==> src/rtl/mult.sv <==
// mult: sequential signed 32x32 radix-2 Booth multiplier, one step per clock, 64-bit result on hiMult/loMult.
//   clk          system clock, rising edge
//   reset        asynchronous, active-low clear of all state
//   a, b         signed multiplicand / multiplier, captured on the start edge
//   multControl  start request; restarts any run in progress
//   multBusy     high while Booth steps are in progress
//   multStop     one-cycle completion pulse, product valid from then on
//   hiMult       product bits [63:32]
//   loMult       product bits [31:0]
module mult (
    input  logic        clk,
    input  logic        reset,
    input  logic [31:0] a,
    input  logic [31:0] b,
    input  logic        multControl,
    output logic        multBusy,
    output logic        multStop,
    output logic [31:0] hiMult,
    output logic [31:0] loMult
);
    typedef enum logic [1:0] {IDLE, RUN, DONE} state_t;
    state_t      state, state_next;
    logic [32:0] m, acc, sum, acc_step;
    logic [31:0] q, q_step;
    logic        q_1, last;
    logic [5:0]  count;
    // 33-bit accumulator keeps A - M exact when a = -2^31.
    always_comb begin
        sum      = (q[0] & ~q_1) ? acc - m : (~q[0] & q_1) ? acc + m : acc;
        acc_step = {sum[32], sum[32:1]};
        q_step   = {sum[0], q[31:1]};
        last     = count == 6'd1;
    end
    always_ff @(posedge clk or negedge reset)
        if (!reset) state <= IDLE;
        else        state <= state_next;
    always_comb
        state_next = multControl ? RUN : (state == RUN) ? (last ? DONE : RUN) : IDLE;
    always_comb begin
        multBusy = state == RUN;
        multStop = state == DONE;
    end
    always_ff @(posedge clk or negedge reset)
        if (!reset) begin
            m      <= '0;
            acc    <= '0;
            q      <= '0;
            q_1    <= 1'b0;
            count  <= '0;
            hiMult <= '0;
            loMult <= '0;
        end else if (multControl) begin
            m     <= {a[31], a};
            acc   <= '0;
            q     <= b;
            q_1   <= 1'b0;
            count <= 6'd32;
        end else if (state == RUN) begin
            acc   <= acc_step;
            q     <= q_step;
            q_1   <= q[0];
            count <= count - 6'd1;
            if (last) {hiMult, loMult} <= {acc_step[31:0], q_step};
        end
endmodule

==> config.mk <==
export PLATFORM = sky130hd
export DESIGN_NAME = mult
export DESIGN_NICKNAME = d
export VERILOG_FILES = /design/src/rtl/mult.sv
export SDC_FILE = /design/constraint.sdc
export NUM_CORES = 1
export LEC_CHECK = 0
export CORE_UTILIZATION = 40
export DETAILED_ROUTE_END_ITERATION = 16
export GPL_ROUTABILITY_DRIVEN = 0
export SLEW_MARGIN = 30
export SYNTH_ARGS = -nofsm -noshare
export SYNTH_HDL_FRONTEND = slang
export SYNTH_SLANG_ARGS = --single-unit
==> constraint.sdc <==
create_clock -name clk -period 3 [get_ports clk]
set_input_delay 0.45 -clock clk [delete_from_list [all_inputs] [get_ports clk]]
set_output_delay 0.45 -clock clk [all_outputs]
set_load 0.05 [all_outputs]
; ---- Word-level counts from Yosys, hierarchy flattened
; Cells that the tools add are included.
[classes]
addsub = 3
n_eq_ne = 3
n_mux = 13
bitwise = 5
n_reduce_logical = 2
[ops]
columns = cell, count
row1 = $mux 33, 4
row2 = $mux 32, 2
row3 = $add 33x33->33, 1
row4 = $sub 33x33->33, 1
row5 = $mux 6, 2
row6 = $eq 6x1->1 const B, 1
row7 = $mux 2, 3
row8 = $sub 6x1->6 const B, 1
row9 = $not 1->1, 3
row10 = $reduce_and 3->1, 1
row11 = $and 1x1->1, 2
row12 = $eq 2x1->1 const B, 1
row13 = $eq 2x2->1 const B, 1
row14 = $mux 1, 2
row15 = $reduce_bool 2->1, 1
[word_totals]
ff_bits = 170
input_bits = 67
out_inout_bits = 66

; ---- Longest topological paths before layout
; Gate-level depths: netlist of run 1.
[depth]
word_depth = 6
depth_mapped = 12

; ---- Worst setup path before layout of run 1
; No wires, ideal clock.
[synth_timing]
path_kind = register -> register
startpoint = register m[1]
endpoint = register acc[26]
setup_ns = 0.171
arrival_time_ns = 2.650
t_required_ns = 2.829
setup_slack_ns = 0.180
stages_incl_launch_ff = 11
path_buffers = 0
synth_period_minus_slack_ns = 2.820
cell_sequence = dfrtp_1 inv_1 ha_1 nand2b_4 a2111o_1 a2111oi_4 nor3b_2 o31ai_4 a2111oi_0 a211oi_2 a211oi_1
[synth_between]
elab_chain_cells = 5
elab_cells_between_ends = 6
[synth_rtl]
columns = item, line
row1 = from (decl), 23  ; logic [32:0] m, acc, sum, acc_step;
row2 = from (signal assigned), 53  ; m <= {a[31], a};
row3 = $add 33x33->33, 29  ; sum = (q[0] & ~q_1) ? acc - m : (~q[0] & q_1) ? acc + m : acc;
row4 = $mux 33, 29
row5 = $mux 33 *, 29
row6 = $mux 33 *, 58  ; end else if (state == RUN) begin
row7 = $mux 33 *, 52  ; end else if (multControl) begin
row8 = to (signal assigned), 59  ; acc <= acc_step;
row9 = to (decl), 23
; Mark *: on every way between the ends. The rest lies on a longest branch, timed or not. The select of a mux whose other input is x is not followed.
; A chain may end at the register's enable or synchronous reset.

; ---- Final worst setup path of run 1
[layout_timing]
startpoint = register acc[0]
endpoint = register hiMult[25]
[layout_between]
elab_chain_cells = 3
elab_cells_between_ends = 4
[layout_rtl]
columns = item, line
row1 = $add 33x33->33, 29
row2 = $mux 33, 29
row3 = $mux 33 *, 29
row4 = to (signal assigned), 63  ; if (last) {hiMult, loMult} <= {acc_step[31:0], q_step};
row5 = to (decl), 18  ; output logic [31:0] hiMult,
; Mark *: on every way between the ends. The rest lies on a longest branch, timed or not.

==> results.toml, run 1 <==
[route]
drtPass1Iterations = 7
detail_route.wl_per_cell_um = 18.76
viasPerCell = 5.718
drc_errors = 0
drt_iter0_drc = 927
vias = 11080
ant_nets = 0
routed_wl_um = 36340

[setup_path]
setup.worst_path.class = "reg -> reg"
crit_start = "acc[0]"
crit_arrival_ps = 3220
critPathRequiredTime_ps = 3290
cp_max_fo = 4
rr_worst_depth = 13
r2r_end = "hiMult[25]"
crit_path_start_kind = "flip-flop"
critPathCaptureType = "flip-flop"
worstReg2RegStart = "acc[0]"
r2r_setup_slack_ps = 70

[sta]
rsz0062_at_grt = "true"
holdWs_ps = 473.2
final.min_clock_period_ps = 2927
skew_ps = 14.67
max_slew_margin_pct = 41.70
min_period_over_period_pct = 97.55
worst_pin_slew_ps = 874.5
hold_viol_final = 0
finalMaxSlewViolations = 0
fmax_mhz = 341.7
tns_ps = 0
setup_viol = 0

[layout]
seqCellArea_mm2 = 0.004230
area_delta_synth_final_pct = 26.81
multi_input_area_mm2 = 0.006797
fillers = 2706
drive_above_1_share_pct = 13.92
nets = 1681
antenna_cells = 0
final_cell_mix = "nand2_1 (267), dfrtp_1 (168), clkdlybuf4s50_1 (129), nor2_1 (108), o21ai_0 (104)"
utilization_pct = 51.81
layout_commonest_cell = "nand2_1"

[synth]
synth_ff_type = "dfrtp_1"
synth_edf_count = 0
synth_seq_cells = 169
synth_seq_area_share_pct = 37.06
synth_cell_types = 81
synth_area_mm2 = 0.01141
async_flop_share_pct = 100.0
syn_avg_cell_area_um2 = 8.222
syn-num-nets = 1523
synth_cells = 1388
yosysWarnings = 0

[global_routing]
grt_antenna_before_repair = 0
grt_usage_pct = 25.38
grt_pass1_vias = 10600
grt_first_pass_wirelength_um = 58020
grt.overflow.total = 0
grt_max_degree = 168

[min_path]
holdPathStages = 2
min_to = "loMult[8]"
hp-class = "reg -> reg"
min_from = "loMult[8]"

[power]
p_int_mw = 6.813
powerDensity_mw_per_mm2 = 892.6
p_comb_share_pct = 57.3
p_seq_share_pct = 25.5
p_clk_share_pct = 17.1
switching_share_pct = 47.26
p_leak_nw = 6.350
ir_worst_vdd_mv = 0.4473
p_switching_mw = 6.104

[cts]
cts_tree = "yes"
cts_buffers = 17
cts-root-buf = "clkbuf_16"
clk_pin_slew_ps = 80
clkLatencyLatePin_ps = 440
clockBufferDepth = 2
htreeDepth = 4
clock-sinks = 169

[floorplan]
dieArea_mm2 = 0.02921
coreArea_mm2 = 0.02793
initial_core_util_pct = 40.85
row_count = 61
dieWidth_um = 170.9
ios = 133
die_h_um = 170.9

[job]
cap_violations = 0

[placement]
dp_hpwl_um = 25530
io_buffers = 132

[run_status]
status = "completed"
## through the flow
step | cells | area [um2] | power (mW) | setup WS [ps]
2_1_floorplan | 1388 | 11410 | 7.856 | 179.8
3_5_place_dp | 1898 | 13580 | 10.31 | 4.612
3_3_place_gp | 1898 | 13580 | 10.24 | 63.89
5_1_grt | 1937 | 14470 | 13.72 | -62.44
6_report | 1937 | 14470 | 12.92 | 73.49
4_1_cts | 1931 | 14170 | 12.56 | 1.881
## Yosys cell counts, types with 19 or more instances
cell type / n / share of area [%]
nand2_1: 268 / 8.8
dfrtp_1: 169 / 37
nor2_1: 109 / 3.6
o21ai_0: 107 / 4.7
a21oi_1: 73 / 3.2
clkbuf_1: 72 / 2.4
inv_1: 70 / 2.3
ha_1: 66 / 7.2
mux2i_1: 34 / 3.0
o31ai_1: 22 / 1.4
nand3_1: 20 / 0.88
nor2b_1: 19 / 1.0
## worst max-delay path: stages (launching register included)
cell and delay, ps:
dfrtp_1 410, inv_1 70, ha_2 170, inv_1 50, fa_2 330, a21o_1 190
a221oi_2 300, o21ai_2 150, a221oi_2 340, buf_4 190, nor2_1 40, o41ai_1 230
a22o_1 240, o21ai_1 70
## logic make-up after synthesis
logic type      Yosys count  share of synthesized area, %
compound gates          420                         25.35
xor+xnor                  8                        0.6140
fa+ha+maj                68                         7.587
buf+inv                 165                         5.712
flops                   169                         37.06
mux                      35                         3.081
simple gates            523                         20.60
## flip-flops by register name (all words and copies together) (netlist names)
name    count
state       2
count       6
q_1         1
q          32
acc        32
loMult     32
m          32
hiMult     32
## worst max-delay path by stage
stage | to | slack (ps) | cells after the start
finish | hiMult[25] | 70 | 13
floorplan | acc[26] | 180 | 10
global placement | acc[17] | 60 | 11
global route | acc[29] | -60 | 13
CTS | acc[26] | 2 | 10
detailed placement | acc[17] | 5 | 11
## power groups by stage
stage | sequential [mW] | clock, mW | combinational, mW
6_report | 3.30 | 2.21 | 7.41
5_1_grt | 3.38 | 2.34 | 8.00
4_1_cts | 3.29 | 2.25 | 7.02
3_5_place_dp | 3.32 | 0 | 6.99
3_3_place_gp | 3.31 | 0 | 6.92
2_1_floorplan | 4.12 | 0 | 3.74
## timing repair
item / in CTS / in global routing
setup endpoints to repair: 3 / 42
buffers inserted: 0 / 6
pin swaps: 1 / 20
hold endpoints to repair: 30 / 0
hold buffers: 1 / 0
resized for setup: 1 / 57
## routing by layer
| layer | vias to the layer above | part of all wire, % | wire [um] | track usage (%) |
|---|---|---|---|---|
| li1 | 5251 | - | - | - |
| met2 | 426 | 44 | 16110 | 38.69 |
| met1 | 5342 | 46 | 16800 | 36.52 |
| met4 | 0 | 2.2 | 787 | 6.832 |
| met5 | - | 0 | 0 | 0 |
| met3 | 56 | 7.3 | 2641 | 4.881 |
## final cells by class
type                    count  area share (%)
clock buffers              19           3.061
clock inverters            13          0.8992
inverters                  70           1.816
multi-input cells        1054           46.97
flip-flops and latches    169           29.23
well taps                 378           3.268
repair buffers            234           14.76
Power figures use the tool's default switching activity.
==> run 2: changes to the inputs <==
--- a/config.mk
+++ b/config.mk
@@ -5,7 +5,8 @@
 export SDC_FILE = /design/constraint.sdc
 export NUM_CORES = 1
 export LEC_CHECK = 0
-export CORE_UTILIZATION = 40
+export CORE_UTILIZATION = 30
+export CTS_CLUSTER_SIZE = 12
 export DETAILED_ROUTE_END_ITERATION = 16
 export GPL_ROUTABILITY_DRIVEN = 0
 export SLEW_MARGIN = 30
==> run 2 against run 1 <==
Register-to-register slack is essentially flat. Via count shrank 0.75%. Largest power group unchanged. Critical endpoint is now acc[28]. Clock skew grew 3.5 ps. Clock-buffer cell count shrank 2.
==> results.toml, run 2 (synthesized netlist as in run 1, its figures left out) <==
[global_routing]
grt.overflow.total = 0
grt_max_degree = 101
grt_first_pass_wirelength_um = 60080
grt_usage_pct = 19.64
grt_antenna_before_repair = 0
grt_pass1_vias = 10900

[cts]
cts-root-buf = "clkbuf_16"
clk_pin_slew_ps = 90
cts_tree = "yes"
clockBufferDepth = 2
clkLatencyLatePin_ps = 470
ctsHoldBuffers = 0
htreeDepth = 4
cts_buffers = 17
clock-sinks = 169

[placement]
io_buffers = 132
dp_hpwl_um = 26970
post-place-cells = 2028

[setup_path]
rr_worst_depth = 12
crit_path_start_kind = "flip-flop"
r2r_setup_slack_ps = 70
r2r_end = "acc[28]"
cp_max_fo = 3
worstReg2RegStart = "m[1]"
critPathCaptureType = "flip-flop"
crit_arrival_ps = 3280
setup.worst_path.class = "reg -> reg"
critPathRequiredTime_ps = 3350

[power]
p_leak_nw = 6.394
powerDensity_mw_per_mm2 = 886.2
ir_worst_vdd_mv = 0.4731
power_mw = 13.05

[floorplan]
dieWidth_um = 197.0
initial_core_util_pct = 30.37
row_count = 71
die_h_um = 197.0
ios = 133
dieArea_mm2 = 0.03882
coreArea_mm2 = 0.03758

[layout]
final_cell_mix = "nand2_1 (267), dfrtp_1 (168), clkdlybuf4s50_1 (129), nor2_1 (105), o21ai_0 (103)"
drive_above_1_share_pct = 14.32
layout_commonest_cell = "nand2_1"
fin_cells = 2068
fillers = 3852
nets = 1679
area_delta_synth_final_pct = 29.09
antenna_cells = 0

[job]
cap_violations = 0

[sta]
setup_viol = 0
max_slew_margin_pct = 35.64
min_period_over_period_pct = 97.67
finalMaxSlewViolations = 0
worst_pin_slew_ps = 965.4
fmax_mhz = 341.3
hold_viol_final = 0
skew_ps = 18.13
final.min_clock_period_ps = 2930

[route]
viasPerCell = 5.315
drc_errors = 0
detail_route.wl_per_cell_um = 18.33
ant_nets = 0
drt_iter0_drc = 823
vias = 10990
routed_wl_um = 37910
drtPass1Iterations = 5

[min_path]
hp-class = "in -> async"

[run_status]
status = "completed"
## run 2: worst max-delay path: stages (launching register included)
cell	delay (ps)
dfrtp_1	360
inv_1	70
ha_1	290
nor2b_1	200
o2111ai_1	230
a211o_1	400
a211oi_2	250
o211ai_1	130
buf_4	170
a211oi_2	280
buf_4	160
o31ai_1	80
o31ai_1	200
## run 2: where the power goes
| group | internal (mW) | total [mW] | switching, mW | leakage (nW) |
|---|---|---|---|---|
| Sequential | 2.83 | 3.29 | 0.466 | 2.16 |
| Clock | 1.14 | 2.32 | 1.18 | 0.296 |
| Combinational | 2.87 | 7.44 | 4.57 | 3.93 |
## run 2: worst max path at each step
stage,endpoint,cells after the start,startpoint
detailed placement,acc[17],10,m[0]
finish,acc[28],12,m[1]
CTS,acc[29],10,m[0]
global placement,hiMult[28],11,m[1]
floorplan,acc[26],10,m[1]
global route,acc[17],11,m[0]
## run 2: layer usage
layer / global-route usage [%] / vias up / wire length [um]
li1: - / 5248 / -
met1: 25.96 / 5268 / 17010
met2: 31.23 / 388 / 17200
met3: 4.320 / 88 / 2503
met4: 7.494 / 0 / 1189
met5: 0 / - / 0
## run 2: through the flow
step	utilization, %	hold WS (ps)	cell area, um2	worst slack (ps)	setup TNS [ps]
final	39.20	1.414	14730	69.98	0
after global routing	39.20	55.13	14730	-31.55	-119.8
after CTS	38.23	26.11	14370	-45.33	-50.42
after detailed placement	36.51	461.4	13720	-88.52	-144.3
after global placement	36.51	457.6	13720	-7.560	-13.22
after floorplan	-	154.4	11410	179.8	0
## run 2: what timing repair did
action / CTS / global route
hold endpoints to repair: 0 / 0
buffers inserted: 0 / 8
pin swaps: 5 / 20
setup endpoints to repair: 10 / 38
gates cloned: 0 / 0
resized for setup: 7 / 62
## run 2: area by class of cell
cell class	count	area, um2	area share (%)
clock buffer	17	425.4	2.888
clock inverter	15	197.7	1.342
inverter	70	262.8	1.784
multi-input combinational	1054	6867	46.61
sequential	169	4230	28.72
tap	511	639.4	4.340
timing repair buffer	232	2110	14.32
==> run 3: changes to the inputs <==
==> constraint.sdc (replaced) <==
create_clock -name clk -period 3 [get_ports clk]
set_input_delay 0.6 -clock clk [delete_from_list [all_inputs] [get_ports clk]]
set_output_delay 0.6 -clock clk [all_outputs]
set_load 0.05 [all_outputs]
==> run 3 against run 2 <==
Sequential power is essentially flat. Sequential share of layout area grew 0.23 points. Final area shrank 0.80%. Combinational power shrank 0.9%. Global-route usage shrank 0.11 points. Via count grew 0.21%. Total power shrank 1.2%. Critical path depth shrank 1. Clock-buffer cell count is the same. Wire length shrank 0.27%. Register-to-register slack lost 20 ps. Critical path type unchanged. Critical endpoint is now acc[17]. Highest routed layer unchanged.
==> results.toml, run 3 (synthesized netlist as in run 1, its figures left out) <==
[global_routing]
grt_max_degree = 168
grt_pass1_vias = 10870
grt_usage_pct = 19.52
grt_antenna_before_repair = 0
grt.overflow.total = 0
grt_first_pass_wirelength_um = 59620

[setup_path]
cp_cell_sequence = "ha_1 -> fa_1 -> nor2b_2 -> o211ai_1 -> buf_4 -> a211oi_4 -> o21ai_2 -> nand2_2 -> a2111oi_2 -> o21ai_1 -> a311oi_1"
crit_start = "acc[0]"
r2r_setup_slack_ps = 50
worstReg2RegStart = "acc[0]"
critical_path.max_stage_delay_ps = 410
cp_max_fo = 4
setup.worst_path.class = "reg -> reg"
critPathRequiredTime_ps = 3350
crit_path_top_delay_cell = "dfrtp_1"
critPathCaptureType = "flip-flop"
crit_path_start_kind = "flip-flop"
crit_arrival_ps = 3290

[sta]
setup_viol = 0
final.min_clock_period_ps = 2945
fmax_mhz = 339.5
hold_viol_final = 0
finalMaxSlewViolations = 0
skew_ps = 16.01
worst_pin_slew_ps = 957.3
min_period_over_period_pct = 98.17
max_slew_margin_pct = 36.18
holdWs_ps = 149.2
rsz0062_at_grt = "true"

[placement]
dpl_cell_area_mm2 = 0.01372
io_buffers = 132
post-place-cells = 2027
dp_hpwl_um = 26710

[route]
ant_nets = 0
detail_route.wl_per_cell_um = 18.29
routed_wl_um = 37810
vias = 11020
drc_errors = 0
drt_iter0_drc = 827
drtPass1Iterations = 9
viasPerCell = 5.329

[power]
ir_worst_vdd_mv = 0.4901
p_leak_nw = 6.368
power_mw = 12.90
powerDensity_mw_per_mm2 = 883.0

[layout]
nets = 1678
drive_above_1_share_pct = 13.56
final_cell_mix = "nand2_1 (267), dfrtp_1 (168), clkdlybuf4s50_1 (129), nor2_1 (108), o21ai_0 (103)"
antenna_cells = 0
final_area_mm2 = 0.01461
fillers = 3838
area_delta_synth_final_pct = 28.06
fin_cells = 2067
layout_commonest_cell = "nand2_1"

[job]
cap_violations = 0

[cts]
clkLatencyLatePin_ps = 460
cts_tree = "yes"
htreeDepth = 4
clock-sinks = 169
ctsHoldBuffers = 0
cts-root-buf = "clkbuf_16"
clk_pin_slew_ps = 70
clockBufferDepth = 2
cts_buffers = 17

[floorplan]
row_count = 71
die_h_um = 197.0
dieArea_mm2 = 0.03882
initial_core_util_pct = 30.37
ios = 133
coreArea_mm2 = 0.03758
dieWidth_um = 197.0

[min_path]
hp-class = "in -> async"

[run_status]
status = "completed"
[run 3: changes by cell type in the layout (fill, tap and decap cells not counted), sizes merged]
cell / delta
clkinvlp: +1
clkinv: -5
inv: +4
buf: -1
[run 3: what timing repair did]
action | 4_1_cts | 5_1_grt
setup endpoints to repair | 7 | 36
pin swaps | 1 | 17
setup buffers | 1 | 7
resized for setup | 5 | 50
gates cloned | 0 | 0
[run 3: cell type report]
cell class	count	area [um2]	area share, %
Inverter	70	262.8	1.798
Timing Repair Buffer	231	2115	14.47
Sequential cell	169	4230	28.95
Clock inverter	15	151.4	1.036
Clock buffer	17	425.4	2.911
Tap cell	511	639.4	4.375
Multi-Input combinational cell	1054	6790	46.46
[run 3: metrics by stage]
stage	worst slack, ps	util (%)	setup TNS, ps
2_1_floorplan	179.8	-	0
3_3_place_gp	3.600	36.52	0
4_1_cts	-1.473	38.11	-1.473
6_report	54.91	38.89	0
3_5_place_dp	-46.06	36.52	-46.06
5_1_grt	-108.8	38.89	-222.5
[run 3: final timing paths]
| kind | cells after the start | endpoint |
|---|---|---|
| max | 11 | acc[17] |
| min | 1 | loMult[19] |
| max reg2reg | 11 | acc[17] |
| min reg2reg | 2 | hiMult[7] |
| max in group asynchronous | 2 | q_1 |
| min in group clk | 2 | hiMult[7] |
[run 3: layer usage]
layer	GRT usage (%)	share of wire, %	vias up
met5	0	0	-
met4	7.321	2.4	0
met3	4.695	7.2	59
met2	30.93	46	428
met1	25.70	44	5286
li1	-	-	5242
[run 3: critical path: cells and delay by family, from the launching register on]
kind,cells,cell delay (ps)
DFF,1,410
adders and majority gates,2,600
buffers and inverters,1,160
and+or+nand+nor,2,340
AOI/OAI and AO/OA,6,1330
[run 3: report_power, final]
part / switching, mW / total, mW / internal, mW
Combinational: 4.55 / 7.37 / 2.83
Clock: 1.12 / 2.23 / 1.11
Sequential: 0.467 / 3.30 / 2.83
Total: 6.14 / 12.9 / 6.77
